## src/rtl/uart_rx.sv

```systemverilog
// -----------------------------------------------------------------------------
// uart_rx -- 8N1 UART receiver with a fixed clocks-per-bit divider.
//
// Recovers frames of 1 start bit, 8 data bits (LSB first) and 1 stop bit from
// the asynchronous rx pin. A good frame loads rx_byte and pulses valid for one
// cycle; a low stop bit pulses frame_err for one cycle. After a low stop bit
// the receiver stays in a break state until the line returns high, so a held
// low line reports exactly one frame_err.
//
// Parameters
//   CLK_PER_BAUD : clock cycles per bit (>= 4). H = CLK_PER_BAUD/2.
// Ports
//   clk        in   system clock, rising edge
//   rst        in   asynchronous reset, active low (0 = reset)
//   rx         in   serial input, asynchronous to clk, idles high
//   rx_byte    out  last correctly received byte, held until the next good frame
//   valid      out  one-cycle pulse, rx_byte is new during this cycle
//   frame_err  out  one-cycle pulse, stop bit was sampled low
// -----------------------------------------------------------------------------
module uart_rx #(
   parameter int CLK_PER_BAUD = 104
) (
   input  logic       clk,
   input  logic       rst,
   input  logic       rx,
   output logic [7:0] rx_byte,
   output logic       valid,
   output logic       frame_err
);

   localparam int CW = (CLK_PER_BAUD > 1) ? $clog2(CLK_PER_BAUD) : 1;
   localparam logic [CW-1:0] CNT_LAST = CW'(CLK_PER_BAUD - 1);
   localparam logic [CW-1:0] CNT_HALF = CW'(CLK_PER_BAUD / 2 - 1);
   localparam logic [CW-1:0] CNT_ONE  = CW'(1);

   typedef enum logic [2:0] {
      ST_IDLE  = 3'd0,
      ST_START = 3'd1,
      ST_DATA  = 3'd2,
      ST_STOP  = 3'd3,
      ST_BREAK = 3'd4
   } state_t;

   logic          s1_q, s1_d;
   logic          s2_q, s2_d;
   state_t        state_q, state_d;
   logic [CW-1:0] cnt_q, cnt_d;
   logic [2:0]    bit_idx_q, bit_idx_d;
   logic [7:0]    shift_q, shift_d;
   logic [7:0]    rx_byte_q, rx_byte_d;
   logic          valid_q, valid_d;
   logic          frame_err_q, frame_err_d;

   // Two-flop synchroniser inputs; both stages reset high so reset never
   // looks like a start bit.
   always_comb begin
      s1_d = rx;
      s2_d = s1_q;
   end

   // Receive FSM: next state, counters, shift register and output pulses.
   always_comb begin
      state_d     = state_q;
      cnt_d       = cnt_q;
      bit_idx_d   = bit_idx_q;
      shift_d     = shift_q;
      rx_byte_d   = rx_byte_q;
      valid_d     = 1'b0;
      frame_err_d = 1'b0;

      case (state_q)
         ST_IDLE: begin
            if (!s2_q) begin
               state_d = ST_START;
               cnt_d   = '0;
            end else begin
               state_d = ST_IDLE;
            end
         end

         // Re-check the line at mid start bit; a high level there was a glitch.
         ST_START: begin
            if (cnt_q == CNT_HALF) begin
               if (!s2_q) begin
                  state_d   = ST_DATA;
                  cnt_d     = '0;
                  bit_idx_d = 3'd0;
               end else begin
                  state_d = ST_IDLE;
               end
            end else begin
               cnt_d = cnt_q + CNT_ONE;
            end
         end

         // Sampling a full bit period after mid start lands on mid data bit.
         ST_DATA: begin
            if (cnt_q == CNT_LAST) begin
               shift_d[bit_idx_q] = s2_q;
               cnt_d              = '0;
               bit_idx_d          = bit_idx_q + 3'd1;
               if (bit_idx_q == 3'd7) begin
                  state_d = ST_STOP;
               end else begin
                  state_d = ST_DATA;
               end
            end else begin
               cnt_d = cnt_q + CNT_ONE;
            end
         end

         // Leaving at mid stop bit leaves half a bit to catch the next start.
         ST_STOP: begin
            if (cnt_q == CNT_LAST) begin
               cnt_d = '0;
               if (s2_q) begin
                  rx_byte_d = shift_q;
                  valid_d   = 1'b1;
                  state_d   = ST_IDLE;
               end else begin
                  frame_err_d = 1'b1;
                  state_d     = ST_BREAK;
               end
            end else begin
               cnt_d = cnt_q + CNT_ONE;
            end
         end

         // Held-low line: wait for idle level before hunting for a start bit.
         ST_BREAK: begin
            if (s2_q) begin
               state_d = ST_IDLE;
            end else begin
               state_d = ST_BREAK;
            end
         end

         default: begin
            state_d   = ST_IDLE;
            cnt_d     = '0;
            bit_idx_d = 3'd0;
         end
      endcase
   end

   // State and datapath registers with asynchronous active-low reset.
   always_ff @(posedge clk or negedge rst) begin
      if (!rst) begin
         s1_q        <= 1'b1;
         s2_q        <= 1'b1;
         state_q     <= ST_IDLE;
         cnt_q       <= '0;
         bit_idx_q   <= 3'd0;
         shift_q     <= 8'h00;
         rx_byte_q   <= 8'h00;
         valid_q     <= 1'b0;
         frame_err_q <= 1'b0;
      end else begin
         s1_q        <= s1_d;
         s2_q        <= s2_d;
         state_q     <= state_d;
         cnt_q       <= cnt_d;
         bit_idx_q   <= bit_idx_d;
         shift_q     <= shift_d;
         rx_byte_q   <= rx_byte_d;
         valid_q     <= valid_d;
         frame_err_q <= frame_err_d;
      end
   end

   assign rx_byte   = rx_byte_q;
   assign valid     = valid_q;
   assign frame_err = frame_err_q;

endmodule
```

## config.mk

```make
export PLATFORM = sky130hd
export DESIGN_NAME = uart_rx
export DESIGN_NICKNAME = d
export VERILOG_FILES = /design/src/rtl/uart_rx.sv
export SDC_FILE = /design/constraint.sdc
export NUM_CORES = 1
export LEC_CHECK = 0
export CAP_MARGIN = 30
export CORE_UTILIZATION = 35
export CTS_BUF_LIST = sky130_fd_sc_hd__clkbuf_4 sky130_fd_sc_hd__clkbuf_8
export DETAILED_ROUTE_END_ITERATION = 16
export PLACE_DENSITY = 0.57
export SYNTH_ARGS = -nofsm -noshare
export SYNTH_HDL_FRONTEND = slang
export SYNTH_SLANG_ARGS = --single-unit
```

## constraint.sdc

```tcl
create_clock -name clk -period 2.2 [get_ports clk]
set_clock_uncertainty 0.05 [all_clocks]
set_input_delay 0.33 -clock clk [delete_from_list [all_inputs] [get_ports clk]]
set_output_delay 0.33 -clock clk [all_outputs]
set_load 0.01 [all_outputs]
```

# After elaboration in Yosys (flattened, before gate mapping)
# Cells that the tools add are included.
# Widths: inputs -> output; s select.
# op_classes
add_sub_neg	2
multipliers	0
n_div	0
n_lt_le_gt_ge	2
eq_ne	11
shift	0
mux	25
n_bitwise	1
reduce_logical	8
# ops
operator	count
$pmux 7 s4	1
$mux 3	7
$mux 7	3
$pmux 3 s5	1
$mux 1	9
$pmux 3 s3	1
$bwmux 8	1
$ne 2x2->1 const B	4
$add 7x1->7 const B	1
$eq 7x6->1 const B	1
$eq 7x7->1 const B	1
$eq 3x2->1 const B	2
$eq 3x3->1 const B	2
$reduce_and 3->1	2
$lt 3x4->1 const B	1
$reduce_and 4->1	1
$add 3x1->3 const B	1
$demux 1 s3	1
$eq 3x1->1 const B	1
$ge 3x1->1 const B	1
$logic_not 3->1	1
$reduce_or 3->1	1
$mux 2	1
$reduce_and 2->1	1
3 further kinds	3
# word_totals
ff_bits	33
latch_bits	0
ram_bits	0
romBits	0
inputBits	3
output_inout_bits	10
elab_cells	58
memories	0

# Logic depth before layout (Yosys ltp)
# Gate-level depths: netlist (run 1).
# logic_depth
ltp_word	5
depth_mapped	6
ltp_nobuf	5

# Least setup slack after synthesis (run 1)
# Ideal clock, no wire load.
# synth_path
kind	register -> register
start	register cnt_q[0]
end	register shift_q[4]
setup_ns	0.125
t_arrival_ns	1.650
t_required_ns	2.025
path_slack_ns	0.375
stages_incl_launch_ff	7
n_path_buf	1
period_less_slack_ns	1.825
path_cell_list	dfrtp_1 > ha_1 > and2_2 > and4_4 > buf_6 > and4bb_1 > mux2_4
# synth_via
elab_chain_len	2
# synth_rtl
item	line_no	rtl
start, declared	47	logic [CW-1:0] cnt_q, cnt_d;
start signal, assigned	162	cnt_q <= cnt_d;
$eq 7x7->1	98	if (cnt_q == CNT_LAST) begin
$reduce_and 2->1 (no line)	n/a	
end signal, assigned	164	shift_q <= shift_d;
end, declared	49	logic [7:0] shift_q, shift_d;
# Every way passes these cells.
# A chain may end at the register's enable or synchronous reset.

# Worst setup path in the final report (run 1)
# layout_path
start	register cnt_q[0]
end	register rx_byte_q[0], in the netlist rx_byte[0]
# layout_via
elab_chain_len	2
# layout_rtl
item	line_no	rtl
$eq 7x7->1	114	if (cnt_q == CNT_LAST) begin
$reduce_and 3->1 (no line)	n/a	
end signal, assigned	165	rx_byte_q <= rx_byte_d;
end, declared	50	logic [7:0] rx_byte_q, rx_byte_d;
# Every way passes these cells.

==> run metrics, run 1 <==
ys async rst share=100.0%; Sw Ratio=a little over a fifth; power per cell area=about 530 nW/um2; GR Util met3=3.611%; gpl congestion=0.9018; total wire length=3.324 mm; vias per cell=5.266; CP Launch Type=flip-flop; Fmax=between 0.5 and 0.6 GHz; EDFF count, synth=0; drt wl/cell=14.03 um; CP max FO=9; Root Driver=clkbuf_8; Final #Nets=175; htree depth=2; GRT met2 Usage=21.50%; data arrival time of the critical path=~2100 ps; synth warn=0; HP Class=flip-flop to flip-flop; synth-to-layout area growth=15.95%; register share of total power=between 50% and 60%; Max Cap Viol=0; outcome=finished clean; pin count of the biggest net entering global routing=34; Crit. End Element=flip-flop; Slew @ Worst Pin=471.6 ps; layout cell share with drive strength beyond 1=between 20% and 30%; LEAKAGE=0.8815 nW; Setup Buffers After CTS=0; drc violations=0; combinational share of power=2.3%; IO Port Bufs=12; first-pass GRT wire length=5.837 mm; Die Height=roughly 72 um; Die Width=72.39 um; number of global-route vias before repair=1248; Final Cycle Share=89.34%; cts hold-fix bufs=0; Final min period=1965 ps; Clock Pin Slew Worst Setup and Hold Paths=about 60 ps; Synth Cell Area=approximately 1700 um2; Synth Register Bits=33; CTS tree=yes; post-layout util=between 40% and 50%; Die ar.=~5200 um2; Final setup viols=0; Post-Syn Nets=159; clock share of power=40.8%; Overall Global Routing Usage=14.51%; core area=4755 um2; initial antenna violation count=0; clk_lat worst skew=280 ps; total CTS buffers=5; Gate Count Post-Synth=153; total power=1.074 mW; RSZ-0062 raised after global routing=no; Seq/Total Area, Yosys=47.76%; initial cell density of the core=36.47%; diode count=0; post_cts resized=0; met1 Use GR=roughly a fifth; dominant synthesized flop cell=dfrtp_1; DR vias=between 1000 and 1500; GRT Residual Overflow=0; Slew Limit Headroom=68.37%; Worst path max stage delay=430 ps; initial drt markers=72; switching power=0.2263 mW; Distinct cells, synth=between 50 and 60; crit-path cells=ha_1, and2_2, nand2_4, nor3_4, mux2_2; # IOs=13; final setup TNS=0 ps; Avg Inst Size Synth=11.33 um2; critical path's slowest cell=nor3_4; router iterations before antenna repair=4; WP data required=2310 ps; max-slew violations=0; Hold Violations, Final=0; global route hottest layer=met2; FP Rows=25; cell-internal power=about 0.85 mW; sum of net half-perimeters after detailed placement=2.350 mm; Antenna Nets Post-Route=0; Crit Path Category=flip-flop to flip-flop; worst vdd ir=0.2986 mV; clock sinks=33; Clock Path Buffers=2
## registers in the layout, indices dropped and copies added, names as in the netlist, 3 cells and up
register,count
shift_q,8
rx_byte,8
state_q,3
bit_idx_q,3
cnt_q,7
## per-layer routing
layer	wire length (um)	part of all wire (%)	vias up
li1	-	-	606
met4	44	1.3	0
met5	0	0	-
met2	1554	47	26
met3	150	4.5	5
met1	1575	47	611
## synth_stat cells (3+ instances only)
cell type,number,area (um2)
dfrtp_1,31,775.7
mux2_2,14,157.7
nor2_1,11,41.29
nand2_1,10,37.54
a21oi_1,8,40.04
nand3_1,6,30.03
inv_1,4,15.01
clkbuf_1,3,11.26
ha_1,3,37.54
nand4_1,3,18.77
o21ai_0,3,15.01
or2_2,3,18.77
## layout make-up
type	instances	area, um2
multi-input cells	108	839.6
clock inverters	2	10.01
well taps	67	83.83
clock buffers	6	76.32
flip-flops and latches	33	828.3
fillers	463	2744
inverters	4	15.01
repair buffers	17	157.7
## cell usage in the layout, fill, tap and decap left out, types with 2 or more instances in the layout
| cell type | n |
|---|---|
| a22o_2 | 2 |
| a211oi_1 | 2 |
| a31oi_1 | 2 |
| o2111ai_1 | 2 |
| inv_1 | 4 |
| o311ai_1 | 2 |
| or4_1 | 2 |
| a21boi_0 | 2 |
| o21ai_0 | 3 |
| nand4b_1 | 2 |
| nor2_1 | 11 |
| a21oi_1 | 8 |
| mux2_2 | 14 |
| clkbuf_8 | 5 |
| clkinv_2 | 2 |
| nand4_1 | 3 |
| dfrtp_1 | 31 |
| and4bb_1 | 2 |
| ha_1 | 3 |
| dfstp_2 | 2 |
| or2_2 | 3 |
| nand2_1 | 10 |
| nand2b_1 | 2 |
| nand3_1 | 6 |
| clkdlybuf4s50_1 | 12 |
| buf_4 | 5 |
| mux2_4 | 2 |
## critical path: cells and delay by family, from the launching register on
family,cells,cell delay (ps)
adder cells (fa/ha/maj),1,240
flip-flops,1,380
multiplexers,1,390
AND/OR/NAND/NOR,3,780
## kinds of logic (layout without fill, tap and decap cells)
| group | Yosys count | count (layout) | share of synthesized area (%) |
|---|---|---|---|
| AO/OA/AOI/OAI | 31 | 31 | 13.20 |
| XOR/XNOR | 1 | 1 | 0.5051 |
| adder cells (fa/ha/maj) | 3 | 3 | 2.165 |
| buffers and inverters | 12 | 29 | 3.824 |
| flip-flops | 33 | 33 | 47.76 |
| multiplexers | 16 | 16 | 10.82 |
| AND/OR/NAND/NOR | 57 | 57 | 21.72 |
## path summary, 6_finish.rpt
| check | to | slack [ps] | depth (start not counted) | start |
|---|---|---|---|---|
| setup / recovery | rx_byte[0] | 230 | 5 | cnt_q[0] |
| hold / removal | s2_q | 310 | 0 | s1_q |
| setup reg to reg | rx_byte[0] | 230 | 5 | cnt_q[0] |
| hold reg to reg | s2_q | 310 | 0 | s1_q |
| max in group asynchronous | s1_q | 1370 | 2 | rst |
| min in group asynchronous | frame_err | 400 | 2 | rst |
## power groups by stage
stage / logic, mW / registers [mW] / clock network, mW
after floorplan: 0.00612 / 0.622 / 0
after global placement: 0.0265 / 0.622 / 0
after detailed placement: 0.0265 / 0.622 / 0
after CTS: 0.0266 / 0.611 / 0.459
after global routing: 0.0298 / 0.611 / 0.484
final: 0.0251 / 0.611 / 0.438
## per-stage QoR
| stage | area (um2) | hold slack [ps] | setup WS (ps) | instances |
|---|---|---|---|---|
| floorplan | 1734 | -15.59 | 374.9 | 153 |
| global placement | 1924 | 297.7 | 274.4 | 229 |
| detailed placement | 1924 | 297.5 | 214.4 | 229 |
| CTS | 2011 | 310.8 | 212.0 | 237 |
| global route | 2011 | 313.5 | 84.59 | 237 |
| finish | 2011 | 307.9 | 234.6 | 237 |
Note: power is estimated with default switching activity, not from simulation.
==> run 2: changes to the inputs <==
MAX_ROUTING_LAYER = met4   (was unset)
SETUP_SLACK_MARGIN = 0.15   (was unset)
==> run 2 against run 1 <==
Register-to-register slack better by 30 ps. Combinational power about the same. Utilization up 0.11 points. Global-route usage up 0.44 points. Sequential power about the same. Clock-buffer cell count unchanged. Critical path depth unchanged. Cell count unchanged. Setup slack better by 26 ps. Worst hold slack about the same.
==> run metrics, run 2 (synthesis gave the netlist of run 1 again) <==
outcome=finished clean; Storage cell area=828.3 um2 (unchanged); WP data required=2360 ps (+50 ps); HP Class=flip-flop to flip-flop; crit-path cells=ha_1, or4b_1, o31ai_2, and2_1, a22o_1; Final #Nets=175 (unchanged); total power=1.073 mW (about the same); DR vias=1247 (-0.080%); core area=4755 um2 (unchanged); post-layout util=42.39% (+0.11 points); data arrival time of the critical path=2100 ps (+20 ps); Clock Pin Slew Worst Setup and Hold Paths=60 ps (about the same); total wire length=3.326 mm (about the same); htree depth=2 (unchanged); drc violations=0 (unchanged); drt wl/cell=14.03 um (about the same); critical path's slowest cell=or4b_1; # IOs=13 (unchanged); FP Rows=25 (unchanged); clk_lat worst skew=280 ps (about the same); Fmax=0.5157 GHz (+1.4%); gpl congestion=0.9172 (+1.7%); clock sinks=33 (unchanged); Final setup viols=0 (unchanged); Die Width=72.39 um (unchanged); Buf/Inv on CP=0 (unchanged); final worst-path setup slack=260.9 ps (+26.37 ps); number of fill cells=462 (-0.22%); Die ar.=5240 um2 (unchanged); CP max FO=5 (-4); Antenna Nets Post-Route=0 (unchanged); router iterations before antenna repair=4 (unchanged); Slew Limit Headroom=68.16% (-0.21 points); CP Launch Type=flip-flop; RSZ-0062 raised after global routing=yes; commonest non-fill, non-tap cell in the layout=dfrtp_1; initial cell density of the core=36.47% (unchanged); number of global-route vias before repair=1250 (+0.16%); Overall Global Routing Usage=14.94% (+0.44 points); Worst path max stage delay=530 ps (+100 ps); Hold Violations, Final=0 (unchanged); Die Height=72.39 um (unchanged); commonest non-fill, non-tap cells in the layout=dfrtp_1, mux2_2, clkdlybuf4s50_1; Crit Path Category=flip-flop to flip-flop; GRT Residual Overflow=0 (unchanged); worst vdd ir=0.2981 mV (-0.18%); multi-input logic area=844.6 um2 (+0.60%); synth-to-layout area growth=16.23%; Final Cycle Share=88.14% (-1.2 points); initial drt markers=72 (unchanged); power per cell area=532.5 nW/um2 (-0.33%); max-slew violations=0 (unchanged); diode count=0 (unchanged); IO Port Bufs=12 (unchanged); Final min period=1939 ps (-26.37 ps); pin count of the biggest net entering global routing=34 (unchanged); CTS tree=yes; Post-Place Worst Slack=214.4 ps (unchanged); initial antenna violation count=0 (unchanged); sum of net half-perimeters after detailed placement=2.350 mm (unchanged); LEAKAGE=0.8825 nW (+0.12%); critical path's top delay family=simple AND/OR/NAND/NOR gates; layout cell share with drive strength beyond 1=28.24% (+0.59 points); Setup Buffers After CTS=0 (unchanged); first-pass GRT wire length=5.830 mm (-0.12%); Crit. End Element=flip-flop; Root Driver=clkbuf_8; vias per cell=5.262 (about the same); Slew @ Worst Pin=476.0 ps (+4.459 ps); total CTS buffers=5 (unchanged); Max Cap Viol=0 (unchanged); final setup TNS=0 ps (unchanged); Clock Path Buffers=2 (unchanged); cts hold-fix bufs=0 (unchanged)
## run 2: cell counts in the layout (fill, tap and decap cells not counted)
Identical to the previous run, type by type.
## run 2: worst paths after layout
kind,start,end,slack [ps],cells past startpoint
min reg2reg,s1_q,s2_q,310,0
min,s1_q,s2_q,310,0
max,cnt_q[0],cnt_q[1],260,5
max reg2reg,cnt_q[0],cnt_q[1],260,5
min in group asynchronous,rst,frame_err,400,2
max in group asynchronous,rst,s1_q,1370,2
## run 2: timing repair
action / 4_1_cts / 5_1_grt
endpoints found under the hold margin: 0 / 0
gates resized for setup: 0 / 1
endpoints found under the setup margin: 0 / 10
## run 2: layout make-up
class,count,share of cell area [%]
clock buffer,6,3.786
multi-input combinational,108,41.90
sequential,33,41.09
clock inverter,2,0.4966
inverter,4,0.7449
timing repair buffer,17,7.821
tap,67,4.159
## run 2: per-layer routing
layer | up-vias | part of all wire, % | GRT usage, %
met3 | 6 | 5.0 | 3.611
li1 | 606 | - | -
met5 | - | 0 | -
met4 | 0 | 1.5 | 7.190
met1 | 605 | 47 | 19.70
met2 | 30 | 47 | 21.50
## run 2: where the power goes
group	internal (mW)	switching, mW
Clock	0.231	0.206
Sequential	0.610	0.00101
Combinational	0.00662	0.0185
## run 2: worst reg2reg max path, stage by stage, from the launching register on
cell     delay (ps)
dfrtp_1         380
ha_1            240
or4b_1          530
o31ai_2         320
and2_1          210
a22o_1          140
## run 2: stage by stage
step | area [um2] | hold WS, ps | instances
after global placement | 1924 | 297.7 | 229
after floorplan | 1734 | -15.59 | 153
final | 2016 | 307.9 | 237
after global routing | 2016 | 313.5 | 237
after CTS | 2011 | 310.8 | 237
after detailed placement | 1924 | 297.5 | 229
